[config.mk]
export PLATFORM = sky130hd
export DESIGN_NAME = uart_tx_arbiter
export DESIGN_NICKNAME = d
export VERILOG_FILES = /design/src/rtl/uart_tx_arbiter.sv
export SDC_FILE = /design/constraint.sdc
export NUM_CORES = 1
export LEC_CHECK = 0
export CORE_UTILIZATION = 47
export DETAILED_ROUTE_END_ITERATION = 10
export PLACE_DENSITY = 0.94
export SETUP_SLACK_MARGIN = 0.02
export SLEW_MARGIN = 40
export SYNTH_ARGS = -nofsm -noshare
export SYNTH_HDL_FRONTEND = slang
export SYNTH_SLANG_ARGS = --single-unit
[constraint.sdc]
create_clock -name clk -period 4.9 [get_ports clk]
set_input_delay 0.98 -clock clk [delete_from_list [all_inputs] [get_ports clk]]
set_output_delay 0.98 -clock clk [all_outputs]
set_load 0.005 [all_outputs]
[src/rtl/uart_tx_arbiter.sv]
// Round-robin arbiter sharing one UART transmitter among N_REQ byte producers,
// with per-requester message locking and a transmitter start timeout.
module uart_tx_arbiter #(
    parameter int N_REQ   = 4,
    parameter int TIMEOUT = 16
) (
    input  logic               clk,
    input  logic               rst,
    input  logic [N_REQ-1:0]   req_valid,
    input  logic [8*N_REQ-1:0] req_byte,
    input  logic [N_REQ-1:0]   req_last,
    output logic [N_REQ-1:0]   req_ready,
    output logic [7:0]         tx_byte,
    output logic               transmit,
    input  logic               is_transmitting,
    output logic [N_REQ-1:0]   grant,
    output logic               busy,
    output logic               timeout_err
);

    localparam int IW = (N_REQ > 1) ? $clog2(N_REQ) : 1;
    localparam int CW = $clog2(TIMEOUT);
    localparam logic [CW-1:0] CNT_LAST = CW'(TIMEOUT - 1);
    localparam logic [IW-1:0] PTR_INIT = IW'(N_REQ - 1);

    typedef enum logic [2:0] {
        ST_IDLE       = 3'd0,
        ST_START      = 3'd1,
        ST_WAIT_START = 3'd2,
        ST_WAIT_DONE  = 3'd3,
        ST_HOLD       = 3'd4
    } state_t;

    function automatic logic [N_REQ-1:0] onehot(input logic [IW-1:0] idx);
        logic [N_REQ-1:0] v;
        v      = {N_REQ{1'b0}};
        v[idx] = 1'b1;
        return v;
    endfunction

    state_t             state_r, state_s;
    logic [IW-1:0]      ptr_r;
    logic [IW-1:0]      owner_r, owner_s;
    logic               lock_r, lock_s;
    logic [CW-1:0]      cnt_r, cnt_s;
    logic [7:0]         tx_byte_r;
    logic               transmit_r;
    logic [N_REQ-1:0]   grant_r;
    logic               busy_r;

    logic               win_found_s;
    logic [IW-1:0]      win_idx_s;
    logic [IW-1:0]      cand_s;
    logic [N_REQ-1:0]   ready_s;
    logic               accept_s;
    logic [IW-1:0]      sel_s;
    logic               timeout_s;

    // Round-robin search starting just after the last served requester
    always_comb begin
        win_found_s = 1'b0;
        win_idx_s   = {IW{1'b0}};
        cand_s      = {IW{1'b0}};
        for (int j = 1; j <= N_REQ; j++) begin
            cand_s = IW'((int'(ptr_r) + j) % N_REQ);
            if (!win_found_s && req_valid[cand_s]) begin
                win_found_s = 1'b1;
                win_idx_s   = cand_s;
            end else begin
                win_found_s = win_found_s;
            end
        end
    end

    // Next-state, accept strobe and timeout decision
    always_comb begin
        state_s   = state_r;
        ready_s   = {N_REQ{1'b0}};
        accept_s  = 1'b0;
        sel_s     = owner_r;
        cnt_s     = cnt_r;
        lock_s    = lock_r;
        timeout_s = 1'b0;
        case (state_r)
            ST_IDLE: begin
                if (win_found_s) begin
                    ready_s[win_idx_s] = 1'b1;
                    accept_s           = 1'b1;
                    sel_s              = win_idx_s;
                    state_s            = ST_START;
                end else begin
                    state_s = ST_IDLE;
                end
            end
            ST_START: begin
                cnt_s   = {CW{1'b0}};
                state_s = ST_WAIT_START;
            end
            ST_WAIT_START: begin
                // A start seen on the terminal-count cycle still wins over the timeout
                if (is_transmitting) begin
                    state_s = ST_WAIT_DONE;
                end else if (cnt_r == CNT_LAST) begin
                    timeout_s = 1'b1;
                    lock_s    = 1'b0;
                    state_s   = ST_IDLE;
                end else begin
                    cnt_s = cnt_r + CW'(1'b1);
                end
            end
            ST_WAIT_DONE: begin
                if (!is_transmitting) begin
                    state_s = lock_r ? ST_HOLD : ST_IDLE;
                end else begin
                    state_s = ST_WAIT_DONE;
                end
            end
            ST_HOLD: begin
                if (req_valid[owner_r]) begin
                    ready_s[owner_r] = 1'b1;
                    accept_s         = 1'b1;
                    state_s          = ST_START;
                end else begin
                    state_s = ST_HOLD;
                end
            end
            default: begin
                state_s = ST_IDLE;
                lock_s  = 1'b0;
            end
        endcase
        if (accept_s) begin
            lock_s = ~req_last[sel_s];
        end else begin
            lock_s = lock_s;
        end
        owner_s = accept_s ? sel_s : owner_r;
    end

    // Sequencing state, latched byte and registered outputs
    always_ff @(posedge clk or negedge rst) begin
        if (!rst) begin
            state_r    <= ST_IDLE;
            ptr_r      <= PTR_INIT;
            owner_r    <= {IW{1'b0}};
            lock_r     <= 1'b0;
            cnt_r      <= {CW{1'b0}};
            tx_byte_r  <= 8'h00;
            transmit_r <= 1'b0;
            grant_r    <= {N_REQ{1'b0}};
            busy_r     <= 1'b0;
        end else begin
            state_r <= state_s;
            cnt_r   <= cnt_s;
            lock_r  <= lock_s;
            owner_r <= owner_s;
            if (accept_s) begin
                tx_byte_r <= req_byte[{sel_s, 3'b000} +: 8];
                if (state_r == ST_IDLE) begin
                    ptr_r <= sel_s;
                end
            end
            transmit_r <= (state_s == ST_START);
            busy_r     <= (state_s != ST_IDLE);
            grant_r    <= (state_s != ST_IDLE) ? onehot(owner_s) : {N_REQ{1'b0}};
        end
    end

    assign req_ready   = rst ? ready_s : {N_REQ{1'b0}};
    assign tx_byte     = tx_byte_r;
    assign transmit    = transmit_r;
    assign grant       = grant_r;
    assign busy        = busy_r;
    assign timeout_err = timeout_s;

endmodule

Word level (Yosys, flattened, before mapping). Index checks and enable logic that the tools add are counted. W data, S select, Z words.

Bits in read-only memories: 0. Bits of input ports: 43. Memories: 0. Output and inout port bits: 19. Flip-flop bits (word level): 26. Latch bits: 0. Memory bits (writable): 0.

Add/sub/neg operators: 5. Equality and inequality tests: 11. Divide/modulo/power cells: 0. Order comparisons: 11. Muxes and demuxes: 54. $mul: 0. Bitwise logic cells: 1. Reductions and logical operators: 16. Shift-type cells: 1.

Operators with widths (number): $shiftx A32 B6 Y8 (1); $lt A2 B3 Y1 const B (8); $mux W4 (6); $mux W1 (22); $pmux W4 S2 (2); $mux W3 (5); $pmux W3 S5 (1); $mux W2 (7); $bmux W1 S2 (6); $demux W1 S2 (3); $eq A3 B1 Y1 const B (2); $eq A3 B2 Y1 const B (2); $ge A2 B1 Y1 const B (3); $logic_and A1 B1 Y1 (6); $ne A3 B3 Y1 const B (2); $reduce_and A3 Y1 (2); $add A2 B1 Y2 const B (2); $add A2 B2 Y2 const B (2); $add A4 B1 Y4 const B (1); $eq A4 B4 Y1 const B (1); $ne A2 B2 Y1 const B (2); $pmux W1 S2 (2); $reduce_or A4 Y1 (1); $eq A3 B3 Y1 const B (1); other kinds (7) (9).

Logic depth before layout (Yosys ltp). Gate-level depths: netlist (run 1).

Depth in word-level cells: 21. Depth in mapped cells: 8.

Worst setup path before layout (run 1). Ideal clock, no wire load.

Kind: input-to-output. Start point: in req_valid[1]. End point: out req_ready[1]. Stages on the path: 5. Path slack: 1.953 ns. Arrival time: 1.967 ns. Cell sequence: or3b_2 > o221ai_1 > nand2_1 > o22ai_1 > nor2b_1.

Word-level cells in the longest chain between the ends: 19. Elaborated cells between the ends (all ways): 33.

Ends and longest elaborated chain: start, declared (line 9) `input logic [N_REQ-1:0] req_valid,`; $bmux W1 S2 (line 66) `if (!win_found_s && req_valid[cand_s]) begin`; $mux W1 (implied by the code) (line 66); $mux W1 (line 66); $logic_not A1 Y1 (line 66); $logic_and A1 B1 Y1 (line 66); $mux W1 (line 66); $logic_not A1 Y1 (line 66); $logic_and A1 B1 Y1 (line 66); (+3 left out); $mux W2 (line 66); $lt A2 B3 Y1 (implied by the code) or $ge A2 B1 Y1 (tied branches) (line 87) `ready_s[win_idx_s] = 1'b1;`; $logic_and A1 B1 Y1 (implied by the code) (line 87); $mux W1 (implied by the code) (line 87); $demux W1 S2 (line 87); $mux W4 (line 86) `if (win_found_s) begin`; $pmux W4 S2 (*) (line 84) `case (state_r)`; $mux W4 (*) (line 169) `assign req_ready = rst ? ready_s : {N_REQ{1'b0}};`; end, declared (line 12) `output logic [N_REQ-1:0] req_ready,`.

Every way passes the cells marked *; elsewhere a longest branch is shown, timed or not. The select of a mux whose other input is x is not followed.

Final worst setup path (run 1). Ends and elaborated chain as after synthesis.

==> summary.txt, run 1 <==
Routing
  • WL met3: 347 µm
  • DR iter-0 viols: 48
  • Drt total wl: 3750 µm
  • DR pass1 iterations: 4
  • Metal2 WL: 1780 µm
  • WL per Instance: 13.7 µm
  • Drt drc: 0
  • Vias per cell: 5.48
  • M1 wire length: 1560 µm
  • DR top layer: met4
  • Routed Antenna Nets: 0
  • Via count: 1497

STA
  • Worst-margin pin slew: 0.681 ns
  • Clock Skew: 0.00430 ns
  • Post-Route Hold Slack: 0.546 ns
  • Final Setup Violations: 0
  • Max transition margin: 0.542
  • Final-report hold violation count: 0
  • Post-route setup TNS: 0 ns
  • Period Utilization, post-route: 0.827
  • Fin. max-slew vios: 0
  • Final worst setup slack: 0.849 ns
  • RSZ-0062 raised after global routing: false
  • Min cycle time layout: 4.05 ns
  • Fmax: 247 MHz

Layout
  • Layout area overhead: 35.9%
  • Ant. Diodes: 0
  • Filler instances: 229
  • Share of post-route cells with drive strength above 1: 0.0830
  • Final nets: 274

Clock tree
  • Postcts setup bufs: 0
  • Root buffer cell: clkbuf_4
  • Skew-Pair Late Insertion Delay: 0.33 ns
  • Clock buffer depth: 2
  • CTS clk-pin slew, worst paths: 0.13 ns
  • H-tree depth: 1
  • TritonCTS Buffers: 3
  • Hold_buf cts: 0
  • Cts repair resizes: 0
  • CTS sink cnt: 26
  • CTS tree: yes

Setup path
  • Worst r2r dst: tx_byte[2]$_DFFE_PN0N_
  • Crit path launch type: input pin
  • CP max FO: 5
  • WS Path Type: input pin to output pin
  • Nature of the critical path endpoint: output pin
  • R2r setup slk: 2.36 ns
  • RR Startpoint: state_r[2]$_DFF_PN0_
  • R2R cell count: 5
  • Crit path from: req_valid[1]
  • Critical Path RT: 3.92 ns
  • Worst EP arrival: 3.07 ns

Run status
  • Status: complete, no violations

Die
  • Initial Utilization: 0.509
  • Die Width: 60.4 µm
  • Core footprint: 3150 µm²
  • Die H: 60.4 µm
  • Die area: 3650 µm²
  • Ports: 62
  • Num rows: 20

Place
  • Placer Congestion: 0.842
  • I/O Buffers: 61
  • Hpwl dp: 2870 µm
  • Placement Setup Slack: 0.853 ns

Global routing
  • First-pass GRT wire length: 6030 µm
  • GRT Total Usage: 0.226
  • Total grt overflow: 0
  • Initial antenna violation count: 0
  • Vias in the first global route: 1408
  • Largest net degree at the start of global routing: 28

Logic synthesis
  • Area contributors post-synth: dfrtp_1 (37%), mux2i_1 (6.2%), nor2_1 (5.8%)
  • Asr flop ratio synth: 1.00
  • Seq cells post-synth: 26
  • Cell taking the most area after synthesis: dfrtp_1
  • Register area share after synthesis: 0.407
  • Synthesized area per cell: 9.33 µm²
  • Gate Count Post-Synth: 172
  • Yosys cell types: 44
  • Most used flip-flop cell after synthesis: dfrtp_1
  • Number of synthesized flops with an enable pin: 0
  • Synth warnings: 0
  • Post-Syn Area: 1610 µm²
  • Area share of the largest cell type after synthesis: 0.374
  • Net Count, Synth: 216

Worst hold path
  • Worst Hold Endpoint: ptr_r[0]$_DFFE_PN1P_
  • Min-delay src: ptr_r[0]$_DFFE_PN1P_
  • Cells on Worst Hold Path: 2
  • Hold WC Path Type: flop to flop

Power
  • PwrDens: 513 nW/µm²
  • Max IR drop VDD: 0.342 mV
  • Static Leakage: 0.000896 µW

Job
  • Total of max-cap violations: 0
==> report_power, final <==
part	total, µW	internal (µW)	switching, µW
clock network	94.6	32.0	62.7
registers	402	313	88.2
logic	624	314	310
==> cells in the mapped netlist, types with 2 or more instances <==
cell,count
nor2_1,25
a221oi_1,9
nor2b_1,3
buf_8,2
o21a_1,2
o21ai_0,5
nor4_1,3
a22oi_1,2
o22ai_1,2
mux2i_1,10
dfrtp_1,24
nand2_2,2
nor3_1,5
nand3_1,5
buf_6,4
inv_1,5
nand2_1,20
dfstp_2,2
a21oi_1,16
a21o_1,2
==> cell usage in the layout, fill, tap and decap left out, types with 2 or more instances in the layout <==
master           count
o22ai_1              2
nand3_1              5
nor2_1              25
nand2_1             20
buf_4                2
dfrtp_1             24
nor2b_1              3
dfstp_2              2
a22oi_1              2
clkbuf_4             3
o21a_1               2
mux2i_1             10
nor3_1               5
a21oi_1             16
a21o_1               2
nand2_2              2
clkdlybuf4s50_1     61
inv_1                5
nor4_1               3
a221oi_1             9
o21ai_0              5
==> layout make-up <==
cell class / instances / area [µm²] / share of cell area
clock buffers: 4 / 26.3 / 0.0120
flip-flops and latches: 26 / 653 / 0.299
repair buffers: 63 / 626 / 0.287
inverters: 6 / 22.5 / 0.0103
well taps: 44 / 55.1 / 0.0252
multi-input cells: 130 / 800 / 0.366
==> critical path, cell delays in order <==
cell	delay (ns)
clkdlybuf4s50_1	0.52
or3b_2	0.47
o221ai_1	0.13
nand2_1	0.16
o22ai_1	0.17
nor2b_1	0.14
clkdlybuf4s50_1	0.50
==> cell families after synthesis <==
family	synth area share
flip-flops	0.407
adder cells (fa/ha/maj)	0.00779
AND/OR/NAND/NOR	0.211
buffers and inverters	0.0951
XOR/XNOR	0.00546
AO/OA/AOI/OAI	0.197
multiplexers	0.0764
==> flip-flops by register name (all words and copies together) (netlist names) <==
| register | count |
|---|---|
| busy | 1 |
| cnt_r | 4 |
| grant | 4 |
| lock_r | 1 |
| owner_r | 2 |
| ptr_r | 2 |
| state_r | 3 |
| transmit | 1 |
| tx_byte | 8 |
==> per-stage QoR <==
stage / utilization / cells / total power, µW / area [µm²]
6_report: 0.692 / 273 / 1120 / 2180
5_1_grt: 0.692 / 273 / 1210 / 2180
4_1_cts: 0.692 / 273 / 1120 / 2180
3_5_place_dp: 0.684 / 269 / 1030 / 2160
3_3_place_gp: 0.684 / 269 / 1010 / 2160
2_1_floorplan: - / 172 / 876 / 1610
==> routing by layer <==
metal	vias up	GRT usage
met2	71	0.388
met4	0	0.0747
li1	733	-
met1	686	0.266
met5	-	0
met3	7	0.0768
==> how the worst max path moves through the flow <==
stage               cells after the start  slack (ns)            to
CTS                                     7        0.84  req_ready[1]
finish                                  7        0.85  req_ready[1]
floorplan                               5        1.95  req_ready[1]
global placement                        7        0.87  req_ready[1]
detailed placement                      7        0.85  req_ready[1]
global route                            7        0.62  req_ready[1]
Note: power is estimated with default switching activity, not from simulation.
==> run 2: changes to the inputs <==
- CORE_UTILIZATION: 47 -> 44
- PLACE_DENSITY: 0.94 -> 0.89
- clock period: 4.9 -> 4.1 ns (I/O delays scaled with it)
==> run 2 against run 1 <==
Effect of this change:
- count of clock-buffer cells in the layout unchanged
- flip-flop and latch count unchanged
- global-route usage decreased by 2.1 points
- wire length decreased by 0.53%
- worst hold slack got worse by 0.013 ns
- final cell count increased by 0.73%
- register-to-register slack got worse by 0.70 ns
- power increased by 22%
- critical path depth unchanged
- design area increased by 0.69%
- sequential power increased by 20%
- sequential share of layout area decreased by 0.20 points
- largest cell class unchanged
- largest power group unchanged
==> summary.txt, run 2 (synthesis results as in run 1) <==
Setup path
  • CP max FO: 5 (unchanged)
  • Nature of the critical path endpoint: output pin
  • Critical Path RT: 3.28 ns (-0.64 ns)
  • WS Path Type: input pin to output pin
  • R2R cell count: 6 (+1)
  • Max stage delay on crit path: 0.53 ns (about the same)
  • Crit path max-delay cell type: clkdlybuf4s50_1
  • Crit path launch type: input pin
  • Worst EP arrival: 2.94 ns (-0.13 ns)
  • Critical-path cell list: clkdlybuf4s50_1, or3b_2, o221ai_1, nand2_1, o32a_1, nor2_1, clkdlybuf4s50_1
  • Most used cell, CP: clkdlybuf4s50_1

Routing
  • DR iter-0 viols: 84 (+75%)
  • Drt total wl: 3730 µm (-0.53%)
  • WL per Instance: 13.6 µm (-1.3%)
  • Drt drc: 0 (unchanged)
  • Routed Antenna Nets: 0 (unchanged)
  • DR pass1 iterations: 4 (unchanged)
  • Via count: 1499 (+0.13%)
  • Vias per cell: 5.45 (-0.59%)

Clock tree
  • CTS sink cnt: 26 (unchanged)
  • Hold_buf cts: 0 (unchanged)
  • H-tree depth: 1 (unchanged)
  • Postcts setup bufs: 0 (unchanged)
  • CTS tree: yes
  • Skew-Pair Late Insertion Delay: 0.32 ns (about the same)
  • Clock buffer depth: 2 (unchanged)
  • TritonCTS Buffers: 3 (unchanged)
  • Root buffer cell: clkbuf_4
  • CTS clk-pin slew, worst paths: 0.14 ns (about the same)
  • Cts repair resizes: 0 (unchanged)

Power
  • PwrDens: 620 nW/µm² (+21%)
  • Power, Total: 1360 µW (+22%)
  • Static Leakage: 0.000900 µW (+0.46%)
  • Max IR drop VDD: 0.378 mV (+10%)

STA
  • Final-report hold violation count: 0 (unchanged)
  • RSZ-0062 raised after global routing: false
  • Min cycle time layout: 3.76 ns
  • Period Utilization, post-route: 0.917
  • Worst-margin pin slew: 0.577 ns (-0.103 ns)
  • Post-route setup TNS: 0 ns (unchanged)
  • Final Setup Violations: 0 (unchanged)
  • Clock Skew: 0.00462 ns (+0.000319 ns)
  • Post-Route Hold Slack: 0.533 ns (-0.0129 ns)
  • Fmax: 266 MHz
  • Fin. max-slew vios: 0 (unchanged)
  • Max transition margin: 0.612 (+0.0695)

Global routing
  • Largest net degree at the start of global routing: 27 (-3.6%)
  • Initial antenna violation count: 0 (unchanged)
  • Vias in the first global route: 1414 (+0.43%)
  • Total grt overflow: 0 (unchanged)
  • GRT Total Usage: 0.205 (-0.0213)
  • First-pass GRT wire length: 6410 µm (+6.3%)

Die
  • Num rows: 21 (+5.0%)
  • Ports: 62 (unchanged)
  • Die area: 3890 µm² (+6.6%)
  • Die H: 62.4 µm (+3.2%)
  • Core footprint: 3420 µm² (+8.3%)
  • Initial Utilization: 0.470 (-0.0392)
  • Die Width: 62.4 µm (+3.2%)

Layout
  • Commonest non-fill, non-tap cell in the layout: clkdlybuf4s50_1
  • Ant. Diodes: 0 (unchanged)
  • Multi-input logic area: 800 µm² (unchanged)
  • Max reg flops: 8 (unchanged)
  • Post-route cell area: 2200 µm² (+0.69%)
  • Most frequent cells in the layout: clkdlybuf4s50_1 (61), nor2_1 (25), dfrtp_1 (24), nand2_1 (20), a21oi_1 (16)
  • Register Area: 653 µm² (unchanged)
  • Final nets: 274 (unchanged)
  • Share of post-route cells with drive strength above 1: 0.0830 (unchanged)
  • Filler instances: 291 (+27%)
  • Layout area overhead: 36.9%

Worst hold path
  • Cells on Worst Hold Path: 2 (unchanged)
  • Hold WC Path Type: flop to flop

Place
  • Hpwl dp: 2870 µm (about the same)
  • I/O Buffers: 61 (unchanged)
  • Dpl cell area: 2170 µm² (+0.70%)
  • Placer Congestion: 0.807 (-4.2%)

Run status
  • Status: complete, no violations

Job
  • Total of max-cap violations: 0 (unchanged)
[run 2: cell count changes in the layout (fill, tap and decap cells not counted)]
cell    before  now
buf_12       0    1
buf_4        2    1
[run 2: metrics by stage]
step,cells,setup WS [ns],util
global route,275,0.186,0.643
detailed placement,271,0.344,0.636
CTS,275,0.339,0.643
finish,275,0.341,0.643
global placement,271,0.389,0.636
floorplan,172,1.47,-
[run 2: layout make-up]
type                    instances  share of cell area
clock buffers                   4              0.0120
flip-flops and latches         26               0.297
well taps                      46              0.0262
inverters                       6              0.0103
repair buffers                 63               0.290
multi-input cells             130               0.364
[run 2: critical path: cells and delay by family]
kind	cells	cell delay (ns)
simple gates	3	0.74
buf+inv	2	1.06
compound gates	2	0.32
[run 2: final timing paths]
check,start,slack [ns],endpoint
min reg2reg,ptr_r[0]$_DFFE_PN1P_,0.53,ptr_r[0]$_DFFE_PN1P_
max reg2reg,state_r[2]$_DFF_PN0_,1.66,lock_r$_DFFE_PN0P_
min in group asynchronous,rst,0.92,grant[0]$_DFF_PN0_
max in group asynchronous,rst,2.89,ptr_r[0]$_DFFE_PN1P_
min,ptr_r[0]$_DFFE_PN1P_,0.53,ptr_r[0]$_DFFE_PN1P_
max,req_valid[1],0.34,req_ready[0]
[run 2: metal layers]
| layer | global-route usage | share of wire |
|---|---|---|
| met3 | 0.0456 | 0.091 |
| met5 | 0 | 0 |
| met4 | 0.0523 | 0.0086 |
| met1 | 0.294 | 0.45 |
| met2 | 0.311 | 0.45 |
[run 2: power breakdown]
group	total, µW	switching, µW	internal (µW)
clock	114	75.7	38.1
sequential	481	106	375
combinational	768	375	392
total	1360	557	805
